--- src/rtl/microtile_pkg.sv ---
`default_nettype none
// ============================================================================
//  Module      : microtile_pkg
//  Description : Shared constants and types for the microtile select front
//                end: array sizing, select-command bit positions on uio_in,
//                and the tile switch state enumeration.
//  Revision    : 1.0  initial release
// ============================================================================
package microtile_pkg;

    // Largest array the 5-bit index field can address.
    localparam int N_TILES_MAX = 32;
    localparam int SEL_W       = 5;

    // Select command layout on uio_in.
    localparam int STROBE_BIT  = 7;
    localparam int IDX_LSB     = 0;
    localparam int IDX_MSB     = 4;

    typedef enum logic [1:0] {
        IDLE    = 2'd0,
        RUN     = 2'd1,
        QUIESCE = 2'd2,
        RESET   = 2'd3
    } tile_state_e;

endpackage : microtile_pkg
`default_nettype wire

--- src/rtl/cmd_sync_edge.sv ---
`default_nettype none
// ============================================================================
//  Module      : cmd_sync_edge
//  Description : Brings the asynchronous select strobe and index pins into the
//                clk domain. Two-flop synchronizer plus edge-detect flop on
//                the strobe; the index follows an identical two-flop path and
//                is captured in the cycle the strobe pulse is produced.
//  Ports       : clk, rst        - clock, synchronous active-high reset
//                strobe_in       - raw strobe pin
//                idx_in          - raw index pins
//                strobe_p        - one-cycle pulse, 3 cycles after pin rise
//                idx             - index captured alongside strobe_p
//  Revision    : 1.0  initial release
// ============================================================================
module cmd_sync_edge #(
    parameter int IDX_W = microtile_pkg::IDX_MSB - microtile_pkg::IDX_LSB + 1
) (
    input  logic             clk,
    input  logic             rst,
    input  logic             strobe_in,
    input  logic [IDX_W-1:0] idx_in,
    output logic             strobe_p,
    output logic [IDX_W-1:0] idx
);
    import microtile_pkg::*;

    logic             r_strobe_s1;
    logic             r_strobe_s2;
    logic             r_strobe_s3;
    logic             r_strobe_p;
    logic [IDX_W-1:0] r_idx_s1;
    logic [IDX_W-1:0] r_idx_s2;
    logic [IDX_W-1:0] r_idx;

    always_ff @(posedge clk) begin
        if (rst) begin
            r_strobe_s1 <= 1'b0;
            r_strobe_s2 <= 1'b0;
            r_strobe_s3 <= 1'b0;
            r_strobe_p  <= 1'b0;
            r_idx_s1    <= '0;
            r_idx_s2    <= '0;
            r_idx       <= '0;
        end else begin
            r_strobe_s1 <= strobe_in;
            r_strobe_s2 <= r_strobe_s1;
            r_strobe_s3 <= r_strobe_s2;
            r_strobe_p  <= r_strobe_s2 & ~r_strobe_s3;
            r_idx_s1    <= idx_in;
            r_idx_s2    <= r_idx_s1;
            // Index has seen the same two-flop delay as the strobe, so it is
            // the value that was on the pins at the strobe's rising edge.
            if (r_strobe_s2 & ~r_strobe_s3) begin
                r_idx <= r_idx_s2;
            end
        end
    end

    assign strobe_p = r_strobe_p;
    assign idx      = r_idx;

endmodule : cmd_sync_edge
`default_nettype wire

--- src/rtl/microtile_select_ctrl.sv ---
`default_nettype none
// ============================================================================
//  Module      : microtile_select_ctrl
//  Description : Tile-selection front end. Decodes a strobed select command,
//                sequences quiesce -> reset -> run on a tile switch, and routes
//                the active tile's outputs to the pins.
//  Ports       : clk, rst            - clock, synchronous active-high reset
//                ena                 - design enable (0 forces IDLE)
//                uio_in              - [7] select strobe, [4:0] tile index
//                tile_uo/uio_out/oe  - flattened per-tile outputs, tile i at
//                                      [8i+7:8i]
//                tile_sel            - index of the current tile
//                tile_ena, tile_rst  - enable / reset to the selected tile
//                uo_out              - registered uo of the running tile
//                uio_out, uio_oe     - combinational uio of the running tile
//                sel_err             - sticky out-of-range request flag
//  Revision    : 1.0  initial release
// ============================================================================
module microtile_select_ctrl #(
    parameter int N_TILES     = 8,
    parameter int SEL_W       = microtile_pkg::SEL_W,
    parameter int QUIESCE_CYC = 2,
    parameter int RST_CYC     = 4
) (
    input  logic                 clk,
    input  logic                 rst,
    input  logic                 ena,
    input  logic [7:0]           uio_in,
    input  logic [8*N_TILES-1:0] tile_uo,
    input  logic [8*N_TILES-1:0] tile_uio_out,
    input  logic [8*N_TILES-1:0] tile_uio_oe,
    output logic [SEL_W-1:0]     tile_sel,
    output logic                 tile_ena,
    output logic                 tile_rst,
    output logic [7:0]           uo_out,
    output logic [7:0]           uio_out,
    output logic [7:0]           uio_oe,
    output logic                 sel_err
);
    import microtile_pkg::*;

    localparam int c_CNT_MAX = (QUIESCE_CYC > RST_CYC) ? QUIESCE_CYC : RST_CYC;
    localparam int c_CNT_W   = $clog2(c_CNT_MAX + 1);
    // Mux arrays span the full index space so any tile_sel value is a legal
    // index; slots beyond N_TILES read as zero.
    localparam int c_ARR     = 2 ** SEL_W;
    localparam logic [SEL_W:0]   c_N_TILES_EXT = (SEL_W + 1)'(N_TILES);
    localparam logic [c_CNT_W-1:0] c_QUIESCE   = c_CNT_W'(QUIESCE_CYC);
    localparam logic [c_CNT_W-1:0] c_RST       = c_CNT_W'(RST_CYC);
    localparam logic [c_CNT_W-1:0] c_ONE       = c_CNT_W'(1);

    // ------------------------------------------------------------------
    // Per-tile unpack
    // ------------------------------------------------------------------
    logic [7:0] w_uo_arr  [c_ARR];
    logic [7:0] w_uio_arr [c_ARR];
    logic [7:0] w_oe_arr  [c_ARR];

    generate
        for (genvar gi = 0; gi < c_ARR; gi++) begin : g_tile
            if (gi < N_TILES) begin : g_present
                assign w_uo_arr[gi]  = tile_uo[8*gi +: 8];
                assign w_uio_arr[gi] = tile_uio_out[8*gi +: 8];
                assign w_oe_arr[gi]  = tile_uio_oe[8*gi +: 8];
            end else begin : g_absent
                assign w_uo_arr[gi]  = 8'h00;
                assign w_uio_arr[gi] = 8'h00;
                assign w_oe_arr[gi]  = 8'h00;
            end
        end
    endgenerate

    // ------------------------------------------------------------------
    // Command synchronizer
    // ------------------------------------------------------------------
    logic             w_strobe_p;
    logic [SEL_W-1:0] w_strobe_idx;

    cmd_sync_edge #(
        .IDX_W (SEL_W)
    ) u_cmd_sync (
        .clk       (clk),
        .rst       (rst),
        .strobe_in (uio_in[STROBE_BIT]),
        .idx_in    (uio_in[IDX_LSB +: SEL_W]),
        .strobe_p  (w_strobe_p),
        .idx       (w_strobe_idx)
    );

    // ------------------------------------------------------------------
    // Switch controller
    // ------------------------------------------------------------------
    tile_state_e        r_state;
    logic [c_CNT_W-1:0] r_cnt;
    logic [SEL_W-1:0]   r_tile_sel;
    logic [SEL_W-1:0]   r_pend_idx;
    logic               r_hold_valid;
    logic [SEL_W-1:0]   r_hold_idx;
    logic               r_tile_ena;
    logic               r_tile_rst;
    logic [7:0]         r_uo_out;
    logic               r_sel_err;

    // A live strobe is newer than anything parked in the hold slot.
    logic             w_cmd_valid;
    logic [SEL_W-1:0] w_cmd_idx;
    logic             w_in_range;
    logic             w_switch;

    assign w_cmd_valid = w_strobe_p | r_hold_valid;
    assign w_cmd_idx   = w_strobe_p ? w_strobe_idx : r_hold_idx;
    assign w_in_range  = {1'b0, w_cmd_idx} < c_N_TILES_EXT;
    assign w_switch    = (r_state == RUN) && ena && w_cmd_valid &&
                         w_in_range && (w_cmd_idx != r_tile_sel);

    always_ff @(posedge clk) begin
        if (rst) begin
            r_state      <= RESET;
            r_cnt        <= c_RST;
            r_tile_sel   <= '0;
            r_pend_idx   <= '0;
            r_hold_valid <= 1'b0;
            r_hold_idx   <= '0;
            r_tile_ena   <= 1'b0;
            r_tile_rst   <= 1'b1;
            r_uo_out     <= 8'h00;
            r_sel_err    <= 1'b0;
        end else begin
            // Only load tile data when the next cycle is still RUN, so uo_out
            // never carries tile data while the tile is disabled.
            r_uo_out <= (ena && (r_state == RUN) && !w_switch) ?
                        w_uo_arr[r_tile_sel] : 8'h00;

            if (!ena) begin
                r_state      <= IDLE;
                r_tile_ena   <= 1'b0;
                r_tile_rst   <= 1'b1;
                r_hold_valid <= 1'b0;
            end else begin
                case (r_state)
                    IDLE: begin
                        r_state    <= RESET;
                        r_cnt      <= c_RST;
                        r_tile_ena <= 1'b0;
                        r_tile_rst <= 1'b1;
                    end
                    RUN: begin
                        r_hold_valid <= 1'b0;
                        if (w_cmd_valid) begin
                            if (!w_in_range) begin
                                r_sel_err <= 1'b1;
                            end else if (w_cmd_idx != r_tile_sel) begin
                                r_pend_idx <= w_cmd_idx;
                                r_state    <= QUIESCE;
                                r_cnt      <= c_QUIESCE;
                                r_tile_ena <= 1'b0;
                            end
                        end
                    end
                    QUIESCE: begin
                        if (w_strobe_p) begin
                            r_hold_valid <= 1'b1;
                            r_hold_idx   <= w_strobe_idx;
                        end
                        if (r_cnt == c_ONE) begin
                            r_tile_sel <= r_pend_idx;
                            r_state    <= RESET;
                            r_cnt      <= c_RST;
                            r_tile_rst <= 1'b1;
                        end else begin
                            r_cnt <= r_cnt - c_ONE;
                        end
                    end
                    RESET: begin
                        if (w_strobe_p) begin
                            r_hold_valid <= 1'b1;
                            r_hold_idx   <= w_strobe_idx;
                        end
                        if (r_cnt == c_ONE) begin
                            r_state    <= RUN;
                            r_tile_ena <= 1'b1;
                            r_tile_rst <= 1'b0;
                        end else begin
                            r_cnt <= r_cnt - c_ONE;
                        end
                    end
                    default: begin
                        r_state    <= IDLE;
                        r_tile_ena <= 1'b0;
                        r_tile_rst <= 1'b1;
                    end
                endcase
            end
        end
    end

    // ------------------------------------------------------------------
    // Output routing
    // ------------------------------------------------------------------
    logic [7:0] w_oe_sel;
    logic       w_unused_bits;

    assign w_oe_sel = w_oe_arr[r_tile_sel];

    assign tile_sel = r_tile_sel;
    assign tile_ena = r_tile_ena;
    assign tile_rst = r_tile_rst;
    assign uo_out   = r_uo_out;
    assign sel_err  = r_sel_err;
    // r_tile_ena is exactly "state is RUN"; bits [7:5] carry the command
    // pins and must never be driven.
    assign uio_out  = r_tile_ena ? w_uio_arr[r_tile_sel] : 8'h00;
    assign uio_oe   = r_tile_ena ? {3'b000, w_oe_sel[4:0]} : 8'h00;

    assign w_unused_bits = &{1'b0, uio_in[6:5], w_oe_sel[7:5]};

endmodule : microtile_select_ctrl
`default_nettype wire

--- config.mk ---
export PLATFORM = sky130hd
export DESIGN_NAME = microtile_select_ctrl
export DESIGN_NICKNAME = d
export VERILOG_FILES = /design/src/rtl/microtile_pkg.sv /design/src/rtl/cmd_sync_edge.sv /design/src/rtl/microtile_select_ctrl.sv
export SDC_FILE = /design/constraint.sdc
export NUM_CORES = 1
export LEC_CHECK = 0
export ABC_AREA = 0
export CORE_MARGIN = 2
export CORE_UTILIZATION = 32
export CTS_CLUSTER_SIZE = 10
export DETAILED_ROUTE_END_ITERATION = 16
export MAX_ROUTING_LAYER = met4
export PLACE_DENSITY_LB_ADDON = 0.05
export SYNTH_ARGS = -nofsm -noshare
export SYNTH_HDL_FRONTEND = slang
export SYNTH_SLANG_ARGS = --single-unit
--- constraint.sdc ---
create_clock -name clk -period 1.9 [get_ports clk]
set_input_delay 0.38 -clock clk [delete_from_list [all_inputs] [get_ports clk]]
set_output_delay 0.38 -clock clk [all_outputs]
set_load 0.05 [all_outputs]
==> results of run 1 <==
==> through the flow <==
step	power, mW	worst slack (ns)
2_1_floorplan	1.458	-0.07458
3_3_place_gp	1.865	-0.2912
4_1_cts	2.585	-0.3940
6_report	2.584	-0.3526
5_1_grt	2.717	-0.4177
3_5_place_dp	1.884	-0.2741
==> critical path, delay by kind of cell (launching register included) <==
kind	cells	cell delay, ns
mux	2	0.72
flops	1	0.38
buf+inv	3	0.40
simple gates	1	0.05
==> power groups by stage <==
stage               Clock, mW  Sequential (mW)  Combinational (mW)
floorplan                   0             1.17               0.290
global placement            0             1.17               0.700
detailed placement          0             1.17               0.715
CTS                     0.703             1.15               0.737
global route            0.741             1.15               0.822
finish                  0.673             1.15               0.764
==> final cells by class <==
cell class,instances,area (µm²),share of cell area [%]
Clock buffer,5,68.82,1.090
Clock inverter,3,28.78,0.4559
Inverter,4,15.01,0.2379
Multi-Input combinational cell,210,2461,38.99
Sequential cell,51,1033,16.37
Tap cell,133,166.4,2.636
Timing Repair Buffer,245,2539,40.22
==> how the worst max path moves through the flow <==
stage / start / end / slack, ns / cells after the start
2_1_floorplan: tile_sel[0]$_SDFFE_PP0P_ / uio_oe[3] / -0.07 / 5
3_3_place_gp: tile_uio_oe[51] / uio_oe[3] / -0.29 / 5
3_5_place_dp: tile_uio_oe[59] / uio_oe[3] / -0.27 / 5
4_1_cts: tile_sel[0]$_SDFFE_PP0P_ / uio_out[7] / -0.39 / 6
5_1_grt: tile_sel[0]$_SDFFE_PP0P_ / uio_out[0] / -0.42 / 6
6_report: tile_sel[0]$_SDFFE_PP0P_ / uio_out[7] / -0.35 / 6
==> cells by family (layout without fill, tap and decap cells) <==
group           count (synthesis)  after routing  share of synthesized area, %
mux                            83             83                         42.34
buf+inv                        29            257                         4.179
flops                          51             51                         31.88
xor+xnor                        3              3                        0.8205
compound gates                 31             31                         6.953
simple gates                   88             88                         12.93
fa+ha+maj                       2              2                        0.7811
other cells                     1              3                        0.1171
==> registers in the layout, indices dropped and copies added, names as in the netlist, 2 cells and up <==
| register | flops |
|---|---|
| uo_out | 8 |
| r_hold_idx | 5 |
| r_pend_idx | 5 |
| tile_sel | 5 |
| u_cmd_sync.idx | 5 |
| u_cmd_sync.r_idx_s1 | 5 |
| u_cmd_sync.r_idx_s2 | 5 |
| r_cnt | 3 |
| r_state | 2 |
==> repair_timing <==
item	CTS	global route
pin swaps	5	21
resized for setup	47	45
hold buffers	0	0
buffers inserted	8	9
endpoints found under the setup margin	32	32
cloned	2	0
==> metal layers <==
metal  vias to the layer above  GRT usage [%]  part of all wire [%]
li1                       1530              -                     -
met1                      1570          28.83                    39
met2                       132          37.64                    50
met3                        24          7.206                   8.3
met4                         0          6.660                   2.6
met5                         -              -                     0
==> cell usage in the layout, fill, tap and decap left out, types with 2 or more instances in the layout <==
master,count
xnor2_1,2
nand2_1,7
clkbuf_8,5
nand3_1,3
nor3b_2,2
buf_6,11
buf_4,37
conb_1,3
nor3_1,2
buf_8,9
mux2i_1,24
mux2i_4,12
inv_1,4
dfxtp_1,45
nand2b_1,3
buf_12,12
clkdlybuf4s50_1,176
a21oi_1,7
ha_1,2
clkinv_4,2
a21o_1,2
nor2_4,15
o21bai_1,2
nor2b_1,16
a211oi_2,3
dfxtp_4,2
a21oi_2,2
mux2i_2,5
o21ai_0,5
dfxtp_2,4
nor2_2,7
mux4_2,42
nor2_1,28
==> impl_results.md, run 1 <==
- Share of post-route cells with drive strength above 1: roughly a third
- Reg2reg start: tile_sel[0]$_SDFFE_PP0P_
- Final instance area: between 6000 and 7000 µm²
- Vias in the first global route: roughly 3200
- Die area: about 11000 µm²
- Synth top cells by count: 51 x dfxtp_1, 50 x nor2_1, 42 x mux4_2
- Clock network power share: a little over a quarter
- Filler cells: around 770
- Gr usage total: 23.51%
- Post-route minimum period: 2.253 ns
- Crit-path cells: buf_12 > buf_12 > mux4_2 > mux2i_2 > nor2_4 > buf_8
- EDFF count, synth: 0
- Leakage: about 2.2 nW
- Hold Crit Class: register to register
- Power Density: 409.4 nW/µm²
- CTS max path bufs: 2
- Post-synth ARST share: 0%
- Most Frequent Cell on Critical Path: buf_12
- Status: complete, but fails checks
- H-tree depth: 2
- Sum Neg Setup Slack: -6.114 ns
- Routed Antenna Nets: 0
- Fmax: ~440 MHz
- Setup CP Type: register to primary output
- Slew margin rel.: roughly 59%
- Hold Slack: about 0.41 ns
- NetSw: 0.6968 mW
- CTS clock-pin slew for the worst setup and hold paths: around 0.1 ns
- PortBufs: between 200 and 250
- Placed Area: ~5600 µm²
- Final core utilization: between 60% and 70%
- Post-synth cell types: 35
- Area leader, netlist: dfxtp_1
- Final setup margin: -0.3526 ns
- Measured slew at the worst slew-check pin: around 0.61 ns
- Beginning of the worst hold path: u_cmd_sync.r_strobe_s3$_SDFF_PP0_
- Antenna diodes: 0
- Synth top area share: between 30% and 40%
- Max cap viols: 0
- Peak supply drop: between 0.4 and 0.5 mV
- Synthesized flop and latch total: 51
- Crit path capture type: primary output
- Worst Reg-to-Reg Cells: 10
- Reg2reg setup slack: -0.22 ns
- WL final: around 12000 µm
- First-pass GRT wire length: ~19000 µm
- Worst path max stage delay: 0.51 ns
- Int Pwr: 1.887 mW
- Hpwl dp: just under 10000 µm
- Placed insts: 627
- Core Box Area: slightly below 10000 µm²
- Mapped Cells: ~290
- Pin count of the biggest net entering global routing: 32
- Starting density of the core: around a third
- Post-synthesis instance area: around 3200 µm²
- # rows: 36
- Failing checks: setup timing
- Via count: around 3300
- Most numerous cell in the Yosys netlist: dfxtp_1
- Worst Hold Path Cells: 1
- Reg-to-Reg End: r_cnt[1]$_SDFFE_PP0P_
- Routability cong.: around 0.86
- Fin crit share: 118.6%
- CP max stage cell: mux4_2
- 1st-iter DRT viols: 130
- Worst endpoint data arrival time: between 1.5 and 2 ns
- Sequential fraction of the synthesis area: between 30% and 40%
- CP startpoint kind: register
- Sw frac: a little over a quarter
- First-pass detailed-route iteration total: 4
- Antenna violations before repair: 0
- Sequential power share: between 40 and 50%
- WP data required: between 1.5 and 2 ns
- Average wire per standard cell: around 19 µm
- Critical Path Fanout Max: 7
- Comb power frac: 29.5%
- Root buffer cell: clkbuf_8
- Die Wd: ~100 µm
- Area Growth Syn to Fin: 97.07%
- Clk sinks: 51
- Hold endpoint: u_cmd_sync.strobe_p$_SDFF_PP0_
- Die Y: approximately 100 µm
- Fin nets: slightly above 700
- Avg Inst Size Synth: 11.12 µm²
- Hold Violations, Final: 0
- Worst clock skew on the final layout: between 0.007 and 0.008 ns
- Synth warn: 0
- Top post-synthesis cells by area: dfxtp_1 32%, mux4_2 30%, mux2i_1 13%, nor2_1 5.9%, nor2b_1 3.3%
- GRT Residual Overflow: 0
- Final instance count without filler cells: about 650
- CTS buffer count: 5
- Main synth FF type: dfxtp_1
- Max-slew violations: 0
- Skew-Pair Late Insertion Delay: just over 0.3 ns
- Vias/cell: about 5.0
- # setup viols final: 30
- # IOs: approximately 240
- # DRC: 0
- RSZ-0062 raised after global routing: true
- TritonCTS clock tree: done
Power figures use the tool's default switching activity.
==> run 2: changes to the inputs <==
--- a/config.mk
+++ b/config.mk
@@ -12,6 +12,7 @@
 export DETAILED_ROUTE_END_ITERATION = 16
 export MAX_ROUTING_LAYER = met4
 export PLACE_DENSITY_LB_ADDON = 0.05
+export SKIP_CTS_REPAIR_TIMING = 1
 export SYNTH_ARGS = -nofsm -noshare
 export SYNTH_HDL_FRONTEND = slang
 export SYNTH_SLANG_ARGS = --single-unit
==> run 2 against run 1 <==
Fmax fell by 0.31%. Via count is 2.1% lower. The run still ends with setup timing left. Sequential power is essentially flat. Routed wire length fell by 2.0%. Core utilization decreased by 2.9 points. Largest cell class unchanged.
==> impl_results.md, run 2 (synthesis results as in run 1) <==
- CTS max path bufs: 2 (unchanged)
- # rows: 36 (unchanged)
- Gr usage total: 22.57% (-0.94 points)
- Crit-path cells: clkbuf_16 > mux4_2 > mux2i_2 > nor2_4 > buf_8
- Most frequent cells in the layout: 176 x clkdlybuf4s50_1, 46 x dfxtp_1, 42 x mux4_2, 35 x buf_4, 34 x nor2_1
- Share of post-route cells with drive strength above 1: 30.57% (-4.6 points)
- M1 GR Usage: 28.30% (-0.53 points)
- Post-route minimum period: 2.259 ns (+0.006928 ns)
- Final instance count without filler cells: 640 (-1.7%)
- CTS clock-pin slew for the worst setup and hold paths: 0.10 ns (about the same)
- Vias/cell: 4.978 (-0.47%)
- First-pass detailed-route iteration total: 4 (unchanged)
- Hpwl dp: 9674 µm (unchanged)
- Final setup margin: -0.3595 ns (-0.006928 ns)
- TritonCTS clock tree: done
- Pin count of the biggest net entering global routing: 32 (unchanged)
- Starting density of the core: 32.92% (unchanged)
- CTS buffer count: 5 (unchanged)
- Routed Antenna Nets: 0 (unchanged)
- GRT met2 Usage: 35.86% (-1.8 points)
- Clk sinks: 51 (unchanged)
- Comb power frac: 28.8% (-0.7 points)
- # setup viols final: 31 (+3.3%)
- Sequential power share: 44.7% (+0.3 points)
- Commonest non-fill, non-tap cell in the layout: clkdlybuf4s50_1
- WP data required: 1.52 ns (about the same)
- Overall power: 2.561 mW (-0.91%)
- Die Wd: 104.0 µm (unchanged)
- Root buffer cell: clkbuf_8
- Max cap viols: 0 (unchanged)
- Max reg flops: 8 (unchanged)
- Slew margin rel.: 60.85% (+1.8 points)
- Core Box Area: 9729 µm² (unchanged)
- Leakage: 2.129 nW (-4.8%)
- Routability cong.: 0.8600 (unchanged)
- Worst endpoint data arrival time: 1.88 ns (about the same)
- GRT Residual Overflow: 0 (unchanged)
- Area Growth Syn to Fin: 88.40%
- Placed insts: 627 (unchanged)
- Peak supply drop: 0.4060 mV (+1.4%)
- Worst path max stage delay: 0.49 ns (-0.02 ns)
- Setup CP Type: register to primary output
- Max-slew violations: 0 (unchanged)
- Critical Path Fanout Max: 6 (-1)
- Failing checks: setup timing
- Sum Neg Setup Slack: -7.774 ns (-1.660 ns)
- H-tree depth: 2 (unchanged)
- Fmax: 442.6 MHz (-0.31%)
- NetSw: 0.6854 mW (-1.6%)
- Crit path capture type: primary output
- Die Y: 104.0 µm (unchanged)
- Fin crit share: 118.9% (+0.36 points)
- Via count: 3186 (-2.1%)
- Antenna diodes: 0 (unchanged)
- Power Density: 424.4 nW/µm² (+3.6%)
- Die area: 10830 µm² (unchanged)
- # DRC: 0 (unchanged)
- Hold Crit Class: register to register
- First-pass GRT wire length: 18750 µm (-3.4%)
- Status: complete, but fails checks
- 1st-iter DRT viols: 118 (-9.2%)
- GRT busiest layer: met2
- Met3 GRT Util: 6.516% (-0.69 points)
- Measured slew at the worst slew-check pin: 0.5860 ns (-0.02728 ns)
- Int Pwr: 1.875 mW (-0.65%)
- Clock network power share: 26.5% (+0.4 points)
- Antenna violations before repair: 0 (unchanged)
- PortBufs: 205 (unchanged)
- Hold Violations, Final: 0 (unchanged)
- Vias in the first global route: 3088 (-3.0%)
- CP startpoint kind: register
- # IOs: 235 (unchanged)
- Fin nets: 711 (-1.5%)
- Worst clock skew on the final layout: 0.006419 ns (-0.0009074 ns)
- CP max stage cell: mux4_2
- Pre-CTS setup slack: -0.2741 ns (unchanged)
- WL final: 12240 µm (-2.0%)
- Average wire per standard cell: 19.12 µm (-0.37%)
- Sw frac: 26.77% (-0.20 points)
- Skew-Pair Late Insertion Delay: 0.31 ns (about the same)
- RSZ-0062 raised after global routing: true
-- run 2: cell types whose count changed in the layout (fill, tap and decap cells not counted), sizes merged --
cell,delta
clkbuf,+2
buf,-13
-- run 2: area by class of cell --
cell class	instances	area [µm²]
timing repair buffer	234	2395
clock buffer	5	68.82
clock inverter	3	28.78
inverter	4	15.01
tap	133	166.4
sequential	51	1030
multi-input combinational	210	2331
fill	801	3695
-- run 2: routing by layer --
metal  vias to the layer above  share of wire (%)
met1                      1544                 42
met3                        22                6.8
met5                         -                  0
li1                       1506                  -
met2                       114                 49
met4                         0                2.5
-- run 2: critical path: cells and delay by family, from the launching register on --
family	cells	cell delay, ns
buffers and inverters	2	0.34
flip-flops	1	0.44
multiplexers	2	0.71
AND/OR/NAND/NOR	1	0.07
-- run 2: power groups by stage --
stage                     sequential, mW  combinational [mW]  clock, mW
after CTS                           1.14               0.721      0.703
after global placement              1.17               0.700          0
after global routing                1.15               0.796      0.741
after detailed placement            1.17               0.715          0
after floorplan                     1.17               0.290          0
final                               1.14               0.738      0.679
-- run 2: final timing paths --
check                                    start  cells after the start  slack [ns]                              to
max reg2reg           tile_sel[0]$_SDFFE_PP0P_                      8       -0.28         r_state[1]$_SDFFE_PP1P_
min reg2reg  u_cmd_sync.r_strobe_s3$_SDFF_PP0_                      1        0.41  u_cmd_sync.strobe_p$_SDFF_PP0_
min          u_cmd_sync.r_strobe_s3$_SDFF_PP0_                      1        0.41  u_cmd_sync.strobe_p$_SDFF_PP0_
max                   tile_sel[0]$_SDFFE_PP0P_                      5       -0.36                       uio_oe[0]
-- run 2: through the flow --
| stage | hold slack [ns] | cell area (µm²) | util (%) |
|---|---|---|---|
| 2_1_floorplan | 0.3924 | 3461 | - |
| 3_3_place_gp | 0.3998 | 5647 | 58.04 |
| 3_5_place_dp | 0.4068 | 5647 | 58.04 |
| 4_1_cts | 0.4309 | 5744 | 59.04 |
| 5_1_grt | 0.4408 | 6035 | 62.02 |
| 6_report | 0.4148 | 6035 | 62.02 |
==> run 3: changes to the inputs <==
--- a/config.mk
+++ b/config.mk
@@ -8,11 +8,13 @@
 export ABC_AREA = 0
 export CORE_MARGIN = 2
 export CORE_UTILIZATION = 32
+export CTS_CLUSTER_DIAMETER = 80
 export CTS_CLUSTER_SIZE = 10
 export DETAILED_ROUTE_END_ITERATION = 16
 export MAX_ROUTING_LAYER = met4
 export PLACE_DENSITY_LB_ADDON = 0.05
 export SKIP_CTS_REPAIR_TIMING = 1
+export SLEW_MARGIN = 20
 export SYNTH_ARGS = -nofsm -noshare
 export SYNTH_HDL_FRONTEND = slang
 export SYNTH_SLANG_ARGS = --single-unit
==> results of run 3 <==
No change in the layout: final DEF, timing and power equal those of run 2.
